### config.mk
export PLATFORM = sky130hd
export DESIGN_NAME = uart_char_tx
export DESIGN_NICKNAME = d
export VERILOG_FILES = /design/src/rtl/uart_char_tx.sv
export SDC_FILE = /design/constraint.sdc
export NUM_CORES = 1
export LEC_CHECK = 0
export ABC_AREA = 1
export CORE_AREA = 2 2 133 135
export DETAILED_ROUTE_END_ITERATION = 10
export DIE_AREA = 0 0 135 137
export PLACE_DENSITY = 0.65
export SYNTH_ARGS = -nofsm -noshare
export SYNTH_HDL_FRONTEND = slang
export SYNTH_SLANG_ARGS = --single-unit
### constraint.sdc
create_clock -name clk -period 3 [get_ports clk]
set_clock_uncertainty 0.05 [all_clocks]
set_input_delay 0.6 -clock clk [delete_from_list [all_inputs] [get_ports clk]]
set_output_delay 0.6 -clock clk [all_outputs]
set_load 0.02 [all_outputs]
### src/rtl/uart_char_tx.sv
// Buffers characters from the core's UART stream in a small FIFO and
// serialises them 8N1 onto a registered, idle-high TX line.
module uart_char_tx #(
    parameter int BAUD_DIV   = 868,
    parameter int FIFO_DEPTH = 16
) (
    input  logic                          clk,
    input  logic                          rst,
    input  logic [7:0]                    char_in,
    input  logic                          char_valid,
    input  logic                          clr_ovf,
    output logic                          txd,
    output logic                          busy,
    output logic [$clog2(FIFO_DEPTH):0]   fifo_count,
    output logic                          overflow
);

    localparam int AW = $clog2(FIFO_DEPTH);
    localparam int CW = AW + 1;
    localparam int BW = $clog2(BAUD_DIV);
    localparam logic [BW-1:0] BAUD_LAST = BW'(BAUD_DIV - 1);
    localparam logic [CW-1:0] FULL      = CW'(FIFO_DEPTH);

    typedef enum logic [1:0] {IDLE, START, DATA, STOP} state_e;

    state_e          state_q, state_d;
    logic [BW-1:0]   baudCnt_q, baudCnt_d;
    logic [2:0]      bitIdx_q, bitIdx_d;
    logic [7:0]      shift_q, shift_d;
    logic            txd_q, txd_d;
    logic [AW-1:0]   wrPtr_q, rdPtr_q;
    logic [CW-1:0]   count_q;
    logic            ovf_q;
    logic [7:0]      mem [FIFO_DEPTH];

    logic            pop;
    logic            push;
    logic            drop;
    logic            baudLast;
    logic            fifoNonEmpty;

    assign fifoNonEmpty = (count_q != '0);
    assign baudLast     = (baudCnt_q == BAUD_LAST);
    // A full FIFO still accepts a character when the head leaves at the same edge.
    assign push         = char_valid && ((count_q != FULL) || pop);
    assign drop         = char_valid && !push;

    always_ff @(posedge clk or posedge rst) begin
        if (rst) begin
            state_q   <= IDLE;
            baudCnt_q <= '0;
            bitIdx_q  <= '0;
            shift_q   <= '0;
            txd_q     <= 1'b1;
        end else begin
            state_q   <= state_d;
            baudCnt_q <= baudCnt_d;
            bitIdx_q  <= bitIdx_d;
            shift_q   <= shift_d;
            txd_q     <= txd_d;
        end
    end

    always_comb begin
        state_d   = state_q;
        baudCnt_d = baudCnt_q + 1'b1;
        bitIdx_d  = bitIdx_q;
        shift_d   = shift_q;
        pop       = 1'b0;
        case (state_q)
            IDLE: begin
                baudCnt_d = '0;
                if (fifoNonEmpty) begin
                    pop     = 1'b1;
                    shift_d = mem[rdPtr_q];
                    state_d = START;
                end
            end
            START: begin
                if (baudLast) begin
                    baudCnt_d = '0;
                    bitIdx_d  = '0;
                    state_d   = DATA;
                end
            end
            DATA: begin
                if (baudLast) begin
                    baudCnt_d = '0;
                    bitIdx_d  = bitIdx_q + 1'b1;
                    if (bitIdx_q == 3'd7) begin
                        state_d = STOP;
                    end
                end
            end
            STOP: begin
                if (baudLast) begin
                    baudCnt_d = '0;
                    // Chain straight into the next start bit so back-to-back frames have no gap.
                    if (fifoNonEmpty) begin
                        pop     = 1'b1;
                        shift_d = mem[rdPtr_q];
                        state_d = START;
                    end else begin
                        state_d = IDLE;
                    end
                end
            end
            default: begin
                state_d = IDLE;
            end
        endcase
    end

    // The line level is decoded from next-state values so txd changes on the same edge as the state.
    always_comb begin
        txd_d = 1'b1;
        case (state_d)
            START:   txd_d = 1'b0;
            DATA:    txd_d = shift_d[bitIdx_d];
            default: txd_d = 1'b1;
        endcase
    end

    always_ff @(posedge clk or posedge rst) begin
        if (rst) begin
            wrPtr_q <= '0;
            rdPtr_q <= '0;
            count_q <= '0;
            ovf_q   <= 1'b0;
        end else begin
            if (push) begin
                wrPtr_q <= wrPtr_q + 1'b1;
            end
            if (pop) begin
                rdPtr_q <= rdPtr_q + 1'b1;
            end
            case ({push, pop})
                2'b10:   count_q <= count_q + 1'b1;
                2'b01:   count_q <= count_q - 1'b1;
                default: count_q <= count_q;
            endcase
            if (drop) begin
                ovf_q <= 1'b1;
            end else if (clr_ovf) begin
                ovf_q <= 1'b0;
            end
        end
    end

    always_ff @(posedge clk) begin
        if (push) begin
            mem[wrPtr_q] <= char_in;
        end
    end

    assign txd        = txd_q;
    assign busy       = (state_q != IDLE) || fifoNonEmpty;
    assign fifo_count = count_q;
    assign overflow   = ovf_q;

endmodule

Word-level counts from Yosys, hierarchy flattened --
Memories as Yosys holds them, arrays and structs flattened. Cells that the tools add are included.
Storage, ports and cells: flip-flop bits (word level) 38, RAM bits 128, input bits 12, memories kept 1, logic and storage cells 64
Memories:
- mem | depth 16, width 8, read ports 1, clocked after memory_dff 0, wr ports 1, RTL line 34 | logic [7:0] mem [FIFO_DEPTH];
Cells by class: eq/ne operators 10, mux-type cells 26, $add $sub $neg 6, reductions and logical operators 11, $lt $le $gt $ge 1
Operators with widths (count):
- $pmux 10 s2 | 1
- $mux 8 | 2
- $pmux 8 s2 | 1
- $add 10x1->10 const B | 1
- $eq 10x10->1 const B | 1
- $mux 10 | 1
- $mux 2 | 5
- $pmux 5 s2 | 1
- $add 4x1->4 const B | 2
- $eq 2x2->1 const B | 4
- $mux 1 | 8
- $pmux 2 s4 | 1
- $eq 2x1->1 const B | 3
- $mux 3 | 2
- $pmux 3 s2 | 1
- $reduce_bool 2->1 | 3
- $add 5x1->5 const B | 1
- $ne 5x5->1 const B | 1
- $reduce_bool 5->1 | 1
- $sub 5x1->5 const B | 1
- $lt 3x4->1 const B | 1
- $pmux 1 s2 | 2
- $add 3x1->3 const B | 1
- $bmux 1 s3 | 1
- other kinds (6) | 8

Logic depth before layout (Yosys ltp) --
Gate-level depths: netlist of run 1.
depth in word-level cells 9, mapped depth 15, gate-level depth less buffers 15

Worst setup path before layout of run 1 --
OpenSTA, ideal clock, no wires.
path kind reg2reg, from register state_q[0], to memory mem[11][0] (enable), arrival 2028 ps, clock period less this slack 2448 ps, buffers on the path 0, path slack 552 ps, cell stages (with the launch flop) 12, setup time 370 ps, path through dfrtp_1 inv_1 ha_1 inv_1 nand2_1 a21oi_4 nor3_2 nor2_8 inv_2 nor2_2 inv_2 nor2_1
On the way: cells in the longest elaborated chain, start to end 6
RTL lines:
- start: declaration | RTL line 26 | state_e state_q, state_d;
- start signal: assignment | RTL line 56 | state_q <= state_d;
- $eq 2x2->1 or $logic_not 2->1 (tied branches) | RTL line 70 | case (state_q)
- $pmux 1 s2 (*) | RTL line 70
- $logic_or 1x1->1 (*) | RTL line 45 | assign push = char_valid && ((count_q != FULL) || pop);
- $logic_and 1x1->1 (*) | RTL line 45
- $mux 1 (*) | RTL line 151 | if (push) begin
- $mux 1 (implied by the code) (*) | RTL line 152 | mem[wrPtr_q] <= char_in;
- end: declaration | RTL line 34
Mark *: on every way between the ends. The rest lies on a longest branch, timed or not.

Final worst setup path of run 1 --
from register state_q[0], to register count_q[4], in the netlist fifo_count[4]
On the way: cells in the longest elaborated chain, start to end 6
RTL lines:
- $eq 2x2->1 or $logic_not 2->1 (tied branches) | RTL line 70
- $pmux 1 s2 (*) | RTL line 70
- $logic_or 1x1->1 | RTL line 45
- $logic_and 1x1->1 | RTL line 45
- $eq 2x1->1 or $eq 2x2->1 (tied branches) | RTL line 137 | case ({push, pop})
- $pmux 5 s2 or $reduce_bool 2->1 (tied branches)
- end signal: assignment | RTL line 138 | 2'b10: count_q <= count_q + 1'b1;
- end signal: assignment | RTL line 139 | 2'b01: count_q <= count_q - 1'b1;
- end signal: assignment | RTL line 140 | default: count_q <= count_q;
- end: declaration | RTL line 32 | logic [CW-1:0] count_q;
Marked as above. A chain may end at the register's enable or synchronous reset.

==> results of run 1 <==
==> stage by stage <==
stage	total power [µW]	area, µm²	std cells	util (%)	setup slack, ns
after floorplan	3290	7580	750	-	0.552
after global placement	3570	8120	991	47.6	0.458
after detailed placement	3590	8120	991	47.6	0.413
after CTS	5660	8680	1022	50.9	0.336
after global routing	5870	8680	1022	50.9	0.143
final	5610	8680	1022	50.9	0.335
==> worst max-delay path: cells and delay by family, from the launching register on <==
kind | cells | cell delay, ns
xor gates and xnor gates | 1 | 0.17
DFF | 1 | 0.40
buffers and inverters | 3 | 0.32
and+or+nand+nor | 2 | 0.26
adders and majority gates | 2 | 0.72
AOI/OAI and AO/OA | 4 | 0.64
==> registers in the layout, summed over array words and instances (netlist names) <==
name and count:
txd 1, wrPtr_q 4, rdPtr_q 4, shift_q 8
bitIdx_q 3, baudCnt_q 10, mem 128, state_q 2
fifo_count 5, overflow 1
==> cells in the final DEF, fill, tap and decap left out, types with 12 or more instances in the layout <==
cell type	n
ha_1	17
nand2_1	203
clkbuf_16	17
inv_1	93
xor2_1	15
clkdlybuf4s50_1	19
nor2_1	61
nand3_1	87
dfrtp_1	36
edfxtp_1	128
buf_4	21
o211ai_1	12
o21ai_0	18
==> cell type report <==
type	instances	share of cell area [%]
sequential	166	55.2
multi-input combinational	456	26.2
clock buffer	19	4.98
timing repair buffer	42	4.47
inverter	102	4.41
tap	225	3.24
clock inverter	12	1.48
==> worst min path at each step <==
stage | to | slack [ns]
CTS | baudCnt_q[0]$_DFF_PP0_ | 0.42
floorplan | baudCnt_q[0]$_DFF_PP0_ | 0.38
global placement | baudCnt_q[0]$_DFF_PP0_ | 0.39
detailed placement | baudCnt_q[0]$_DFF_PP0_ | 0.41
finish | baudCnt_q[0]$_DFF_PP0_ | 0.41
global route | baudCnt_q[0]$_DFF_PP0_ | 0.43
==> layer usage <==
metal  global-route usage, %  routed length (µm)
met1                    24.6                7240
met4                    6.25                 192
met5                       0                   0
met3                    3.67                 699
met2                    28.4                7220
==> kinds of logic after synthesis <==
family | Yosys count
buffers and inverters | 128
AO/OA/AOI/OAI | 49
AND/OR/NAND/NOR | 372
XOR/XNOR | 17
adder cells (fa/ha/maj) | 18
flip-flops | 166
==> power groups by stage <==
stage / clock network, µW / registers (µW) / logic, µW
finish: 2070 / 2830 / 711
global route: 2210 / 2850 / 804
global placement: 0 / 2870 / 698
detailed placement: 0 / 2870 / 714
CTS: 2120 / 2830 / 719
floorplan: 0 / 2890 / 397
==> metrics, run 1 <==
antenna cells 0; final antenna-violating net count 0; vias in the first global route 4812; most common cell in the netlist nand2_1; sequential area share after synthesis 63.3%; clock power share 36.9%; initial antenna violation count 0; grt ovf 0; IO Count 20; wire per inst 15.0 µm; FF-to-FF path depth 12; top_reg_cell synth edfxtp_1; CP Launch Type register; area of the mapped netlist 7580 µm²; # rows 48; maxcap violations 0; crit path launch state_q[0]$_DFF_PP0_; CP Class register to register; Synth Area in Compound Gates 3.90%; RSZ-0062 raised after global routing no; share of the synthesized area in the top cell type 50.7%; PwrDens 646 nW/µm²; layout cells sized above 1 8.66%; Via density 4.94; clk_lat worst skew 0.42 ns; area of the multi-input gates 2270 µm²; CP endpoint fifo_count[4]$_DFFE_PP0P_; CP Max Fanout 5; CORE AREA 17100 µm²; Pre-Repair DR Iteration Count 7; Period minus WS final 2.66 ns; Clock Tree Root clkbuf_16; Die W 135 µm; reg-to-reg critical path endpoint fifo_count[4]$_DFFE_PP0P_; syn avg cell area 10.1 µm²; Comb power frac 12.7%; Post-CTS Hold Fix Bufs 0; mux cell area share after synthesis 0%; CTS Buf Count 17; Post-CTS Resized 0; Initial Util 44.4%; Post-Route WL 15400 µm; total nets after synthesis 780; EDFF count, synth 128; top post-synthesis cells by count nand2_1, edfxtp_1, inv_1, nand3_1, nor2_1; first-pass GRT wire length 25100 µm; FMAX 375 MHz; port bufs 19; Final HPWL DP 9920 µm; total die area 18500 µm²; worst rel slew slack 53.1%; Worst Path Required 3.26 ns; WHS 0.412 ns; storage element area 4800 µm²; hold_sp baudCnt_q[0]$_DFF_PP0_; Seq cells post-synth 166; CTS tree done; worst-case clock buffer depth 2; Area Overhead vs Synth 14.6%; most used cell, CP inv_1; clk sink count 166; slowest cell on the critical path fa_1; dominant cells by area after synthesis edfxtp_1, dfrtp_1, nand2_1, nand3_1, inv_1; xor and xnor area share after synthesis 1.96%; r2r setup slk 0.34 ns; Synth area leader edfxtp_1; Leak Pwr 0.00366 µW; Post-Synth Adder-Cell Area 3.07%; Slew Limit Fails 0; Hold Path Depth 1; Worst-path clk slew 0.06 ns; Peak VDD IR 0.395 mV; final number of setup-violating endpoints 0; Post-CTS Setup Inserts 0; period utilization 88.8%; GRT Util Overall 17.9%; Nets 815; vias 5051; synthesized instance count 750; GP Congestion 0.853; Net Sw Frac 25.1%; CP arrival 2.92 ns; Layout fillers 1542; hold crit path type register to register; drt initial violations 374; synth unique cells 37; largest net degree at the start of global routing 81; final hold vios 0; Die Ht 137 µm; RR Startpoint state_q[0]$_DFF_PP0_; main combinational cell family by area after synthesis simple AND/OR/NAND/NOR gates; P_sw 1410 µW; Critical Path Max Stage Delay 0.43 ns; outcome finished, final reports clean; asr flop ratio synth 22.9%; yosys warns 0; CP Cell Sequence inv_1 > ha_1 > inv_1 > nand2_1 > a21oi_4 > nand2_2 > fa_1 > o21ai_0 > a21oi_1 > xor2_1 > a21oi_1 > inv_1; H-Tree Depth 4; Reg power frac 50.4%; Int Pwr 4200 µW; worst slew pin tran 0.702 ns; nature of the critical path endpoint register; total negative slack 0 ns; simple-gate portion of the synthesized area 21.1%; DR DRC count 0
Note: power is estimated with default switching activity, not from simulation.
==> run 2: changes to the inputs <==
--- a/config.mk
+++ b/config.mk
@@ -10,6 +10,7 @@
 export DETAILED_ROUTE_END_ITERATION = 10
 export DIE_AREA = 0 0 135 137
 export PLACE_DENSITY = 0.65
+export SLEW_MARGIN = 20
 export SYNTH_ARGS = -nofsm -noshare
 export SYNTH_HDL_FRONTEND = slang
 export SYNTH_SLANG_ARGS = --single-unit
==> constraint.sdc (replaced) <==
create_clock -name clk -period 2.6 [get_ports clk]
set_clock_uncertainty 0.05 [all_clocks]
set_input_delay 0.52 -clock clk [delete_from_list [all_inputs] [get_ports clk]]
set_output_delay 0.52 -clock clk [all_outputs]
set_load 0.02 [all_outputs]
==> metrics, run 2 (same netlist as run 1, synthesis figures left out) <==
Peak VDD IR 0.630 mV; Comb power frac 12.3%; nature of the critical path endpoint register; max reg flops 128; initial antenna violation count 0; Int Pwr 4920 µW; wire per inst 15.5 µm; Slew Limit Fails 0; final hold vios 0; final number of setup-violating endpoints 0; final antenna-violating net count 0; # rows 48; Initial Util 44.4%; drt initial violations 432; total negative slack 0 ns; Pre-Repair DR Iteration Count 4; CP arrival 2.69 ns; H-Tree Depth 4; vias 5177; biggest regs mem (128), baudCnt_q (10), shift_q (8); IO Count 20; DR DRC count 0; RR Startpoint baudCnt_q[0]$_DFF_PP0_; vias in the first global route 4950; slowest cell on the critical path dfrtp_1; Critical Path Max Stage Delay 0.37 ns; CTS tree done; hold crit path type register to register; worst-case clock buffer depth 2; worst slew pin tran 0.694 ns; Layout fillers 1516; CP Cell Sequence ha_1 > inv_1 > nor3_4 > nand3_2 > a21oi_4 > nand2_2 > inv_1 > ha_1 > inv_1 > o21ai_1 > a21oi_1 > xor2_1 > a21oi_1 > inv_1; port bufs 19; Area Overhead vs Synth 16.5%; WHS 0.429 ns; r2r setup slk 0.19 ns; first-pass GRT wire length 25700 µm; CORE AREA 17100 µm²; CP Class register to register; clk sink count 166; period utilization 92.7%; total die area 18500 µm²; Leak Pwr 0.00375 µW; Nets 826; worst rel slew slack 53.6%; most used cell, CP inv_1; outcome finished, final reports clean; Post-Route WL 16000 µm; grt ovf 0; Reg power frac 48.4%; hold_sp shift_q[6]$_DFF_PP0_; pre-CTS WS 0.130 ns; FF-to-FF path depth 14; PwrDens 764 nW/µm²; Hold EP shift_q[6]$_DFF_PP0_; GP Congestion 0.864; FMAX 415 MHz; P_sw 1820 µW; Post-CTS Hold Fix Bufs 0; Final HPWL DP 10300 µm; layout cells sized above 1 11.1%; reg-to-reg critical path endpoint fifo_count[4]$_DFFE_PP0P_; final worst slack 0.190 ns; clock power share 39.3%; Worst-path clk slew 0.07 ns; Clock Tree Root clkbuf_16; most frequent cells in the layout nand2_1, edfxtp_1, inv_1; CTS Buf Count 17; antenna cells 0; GRT Util Overall 18.6%; maxcap violations 0; Die W 135 µm; Net Sw Frac 27.0%; Die Ht 137 µm; CP Launch Type register; Largest Register mem; CP Max Fanout 4; clk_lat worst skew 0.43 ns; largest net degree at the start of global routing 39; commonest non-fill, non-tap cell in the layout nand2_1; Period minus WS final 2.41 ns; Worst Path Required 2.88 ns; Hold Path Depth 2; Via density 5.01
## run 2: what timing repair did
| item | 4_1_cts | 5_1_grt |
|---|---|---|
| gates resized for setup | 0 | 7 |
| endpoints found under the setup margin | 0 | 10 |
| buffers inserted | 0 | 3 |
## run 2: worst max-delay path by stage
stage,start,to,cells after the start
finish,baudCnt_q[0]$_DFF_PP0_,fifo_count[4]$_DFFE_PP0P_,14
global route,baudCnt_q[0]$_DFF_PP0_,fifo_count[4]$_DFFE_PP0P_,14
CTS,state_q[0]$_DFF_PP0_,busy,5
detailed placement,state_q[1]$_DFF_PP0_,fifo_count[4]$_DFFE_PP0P_,12
global placement,state_q[1]$_DFF_PP0_,fifo_count[4]$_DFFE_PP0P_,12
floorplan,state_q[0]$_DFF_PP0_,mem[11][0]$_DFFE_PP_,11
## run 2: metal layers
| layer | GRT usage, % | up-vias | part of all wire, % |
|---|---|---|---|
| met5 | 0 | - | 0 |
| met4 | 6.83 | 0 | 1.7 |
| met3 | 4.41 | 24 | 4.5 |
| met2 | 30.0 | 129 | 48 |
| met1 | 24.6 | 2471 | 46 |
| li1 | - | 2553 | - |
## run 2: per-stage QoR
step                      cells  utilization (%)  total power (µW)  instance area, µm²
final                      1034             51.8              6740                8830
after global routing       1034             51.8              7030                8830
after CTS                  1031             51.5              6820                8790
after detailed placement    999             47.8              4150                8160
after global placement      999             47.8              4130                8160
after floorplan             750                -              3790                7580
## run 2: worst max-delay path, delay by kind of cell, from the launching register on
| family | cells | cell delay [ns] |
|---|---|---|
| AOI/OAI and AO/OA | 4 | 0.54 |
| xor gates and xnor gates | 1 | 0.09 |
| adders and majority gates | 2 | 0.46 |
| buffers and inverters | 4 | 0.34 |
| DFF | 1 | 0.37 |
| and+or+nand+nor | 3 | 0.47 |
## run 2: cell type report
| class | instances | area, µm² | area share [%] |
|---|---|---|---|
| Multi-Input combinational cell | 456 | 2290 | 25.9 |
| Tap cell | 225 | 282 | 3.19 |
| Clock inverter | 15 | 208 | 2.35 |
| Inverter | 102 | 383 | 4.34 |
| Clock buffer | 17 | 425 | 4.82 |
| Timing Repair Buffer | 53 | 448 | 5.07 |
| Sequential cell | 166 | 4800 | 54.3 |
## run 2: power groups by stage
stage | sequential [µW] | combinational, µW | clock, µW
2_1_floorplan | 3330 | 458 | 0
3_3_place_gp | 3320 | 818 | 0
3_5_place_dp | 3320 | 833 | 0
4_1_cts | 3270 | 835 | 2720
5_1_grt | 3290 | 937 | 2800
6_report | 3270 | 829 | 2650
==> run 3: changes to the inputs <==
--- a/config.mk
+++ b/config.mk
@@ -5,10 +5,9 @@
 export SDC_FILE = /design/constraint.sdc
 export NUM_CORES = 1
 export LEC_CHECK = 0
-export ABC_AREA = 1
-export CORE_AREA = 2 2 133 135
+export CORE_AREA = 2 2 129 131
 export DETAILED_ROUTE_END_ITERATION = 10
-export DIE_AREA = 0 0 135 137
+export DIE_AREA = 0 0 131 133
 export PLACE_DENSITY = 0.65
 export SLEW_MARGIN = 20
 export SYNTH_ARGS = -nofsm -noshare
==> metrics, run 3 <==
Largest Register mem; Net Sw Frac 27.1%; clock power share 37.1%; FMAX 394 MHz; PwrDens 777 nW/µm²; nature of the critical path endpoint register; first-pass GRT wire length 22500 µm; Slew Limit Fails 0; synthesized instance count 450; total negative slack 0 ns; Reg power frac 49.1%; Pre-Repair DR Iteration Count 4; Int Pwr 4870 µW; most frequent cells in the layout edfxtp_1, buf_4, nor2_1; synth unique cells 58; clk_lat worst skew 0.43 ns; Period minus WS final 2.54 ns; most used cell, CP nor2_1; initial antenna violation count 0; asr flop ratio synth 22.9%; Post-Place Cells 716; syn avg cell area 15.8 µm²; vias in the first global route 4175; most common cell in the netlist edfxtp_1; Comb power frac 13.9%; CORE AREA 16200 µm²; CP Class register to register; r2r setup slk 0.06 ns; Clock Tree Root clkbuf_16; CP Launch Type register; biggest regs mem (128), baudCnt_q (10), shift_q (8); Via density 5.34; layout cells sized above 1 27.4%; worst slew pin tran 0.578 ns; CTS tree done; CTS Buf Count 17; yosys warns 0; CP endpoint txd$_DFF_PP1_; Synth area leader edfxtp_1; share of the synthesized area in the top cell type 54.0%; final non-filler cell total 750; Die W 131 µm; Final HPWL DP 9390 µm; sequential area share after synthesis 67.4%; grt ovf 0; Area Overhead vs Synth 20.7%; final hold vios 0; reg-to-reg critical path endpoint txd$_DFF_PP1_; WHS 0.431 ns; dominant cells by area after synthesis edfxtp_1, dfrtp_1, mux4_2, ha_1, nor2_1; Top delay family on crit path compound AO/OA/AOI/OAI gates; total die area 17400 µm²; top_reg_cell synth edfxtp_1; port bufs 19; worst-case clock buffer depth 2; Leak Pwr 0.00313 µW; final antenna-violating net count 0; Worst-path clk slew 0.07 ns; Initial Util 44.0%; Crit path buffers/inverters 2; worst rel slew slack 61.4%; crit path launch baudCnt_q[0]$_DFF_PP0_; commonest non-fill, non-tap cell in the layout edfxtp_1; Peak VDD IR 0.402 mV; max reg flops 128; Seq cells post-synth 166; total nets after synthesis 480; outcome finished, final reports clean; H-Tree Depth 4; wire per inst 18.3 µm; Critical Path Stages 13; CP arrival 2.84 ns; area of the mapped netlist 7120 µm²; drt initial violations 269; largest net degree at the start of global routing 39; IO Count 20; GP Congestion 0.842; vias 4004; slowest cell on the critical path o41a_1; DR DRC count 0; hold crit path type register to register; # rows 47; Post-CTS Hold Fix Bufs 0; EDFF count, synth 128; Die Ht 133 µm; Post-Route WL 13700 µm; top post-synthesis cells by count edfxtp_1, nor2_1, dfrtp_1, nand2_1, mux4_2; RR Startpoint baudCnt_q[0]$_DFF_PP0_; Worst Path Required 2.90 ns; Nets 547; CP Max Fanout 6; RSZ-0062 raised after global routing yes; CP Cell Sequence ha_2 > nor3b_4 > buf_4 > and3_4 > inv_2 > ha_4 > nand2b_4 > a31o_4 > nor2_2 > nor2_1 > nor2_1 > o41a_1 > a41oi_2; final number of setup-violating endpoints 0; FF-to-FF path depth 13; P_sw 1810 µW; period utilization 97.7%; clk sink count 166; antenna cells 0; Critical Path Max Stage Delay 0.41 ns; maxcap violations 0; GRT Util Overall 17.5%
run 3: kinds of logic after synthesis:
family / share of synthesized area (%)
flops: 67.4
compound gates: 6.29
mux: 10.9
simple gates: 7.59
fa+ha+maj: 3.27
xor+xnor: 2.09
buf+inv: 2.44
run 3: area by class of cell:
type / instances / area (µm²)
fill: 1286 / 7580
sequential: 166 / 4800
multi-input combinational: 246 / 2250
timing repair buffer: 68 / 591
clock buffer: 17 / 425
tap: 220 / 275
clock inverter: 15 / 180
inverter: 18 / 70.1
run 3: what timing repair did:
| item | 4_1_cts | 5_1_grt |
|---|---|---|
| pin swaps | 1 | 4 |
| gates cloned | 0 | 0 |
| hold endpoints to repair | 0 | 0 |
| endpoints found under the setup margin | 3 | 132 |
| resized for setup | 2 | 14 |
| buffers inserted | 1 | 1 |
run 3: worst reg2reg max path, stage by stage (launching register included):
cell and delay, ns:
dfrtp_1 0.35, ha_2 0.18, nor3b_4 0.22, buf_4 0.16, and3_4 0.17, inv_2 0.05
ha_4 0.25, nand2b_4 0.11, a31o_4 0.20, nor2_2 0.05, nor2_1 0.08, nor2_1 0.06
o41a_1 0.41, a41oi_2 0.14
run 3: power groups by stage:
stage / Clock, µW / Sequential (µW) / Combinational (µW)
2_1_floorplan: 0 / 3340 / 495
3_3_place_gp: 0 / 3320 / 906
3_5_place_dp: 0 / 3330 / 927
4_1_cts: 2530 / 3280 / 932
5_1_grt: 2650 / 3300 / 1020
6_report: 2470 / 3270 / 925
run 3: routing by layer:
layer	global-route usage, %	up-vias	wire length [µm]
li1	-	1859	-
met1	22.7	2028	5660
met2	29.0	96	7140
met3	3.84	21	742
met4	6.21	0	204
met5	0	-	0
run 3: worst min-delay path by stage:
| stage | startpoint | endpoint | slack, ns | depth (start not counted) |
|---|---|---|---|---|
| finish | shift_q[3]$_DFF_PP0_ | shift_q[3]$_DFF_PP0_ | 0.43 | 1 |
| global route | shift_q[3]$_DFF_PP0_ | shift_q[3]$_DFF_PP0_ | 0.45 | 1 |
| CTS | shift_q[3]$_DFF_PP0_ | shift_q[3]$_DFF_PP0_ | 0.43 | 1 |
| detailed placement | shift_q[3]$_DFF_PP0_ | shift_q[3]$_DFF_PP0_ | 0.42 | 1 |
| global placement | shift_q[1]$_DFF_PP0_ | shift_q[1]$_DFF_PP0_ | 0.41 | 1 |
| floorplan | shift_q[2]$_DFF_PP0_ | shift_q[2]$_DFF_PP0_ | 0.40 | 2 |
run 3: through the flow:
step	setup WS, ns	util, %	total power, µW	area (µm²)
2_1_floorplan	-0.0443	-	3830	7160
3_3_place_gp	0.0336	48.9	4220	7910
3_5_place_dp	-0.00601	48.9	4260	7910
4_1_cts	0.00704	52.7	6740	8520
5_1_grt	-0.145	53.1	6970	8590
6_report	0.0596	53.1	6670	8590
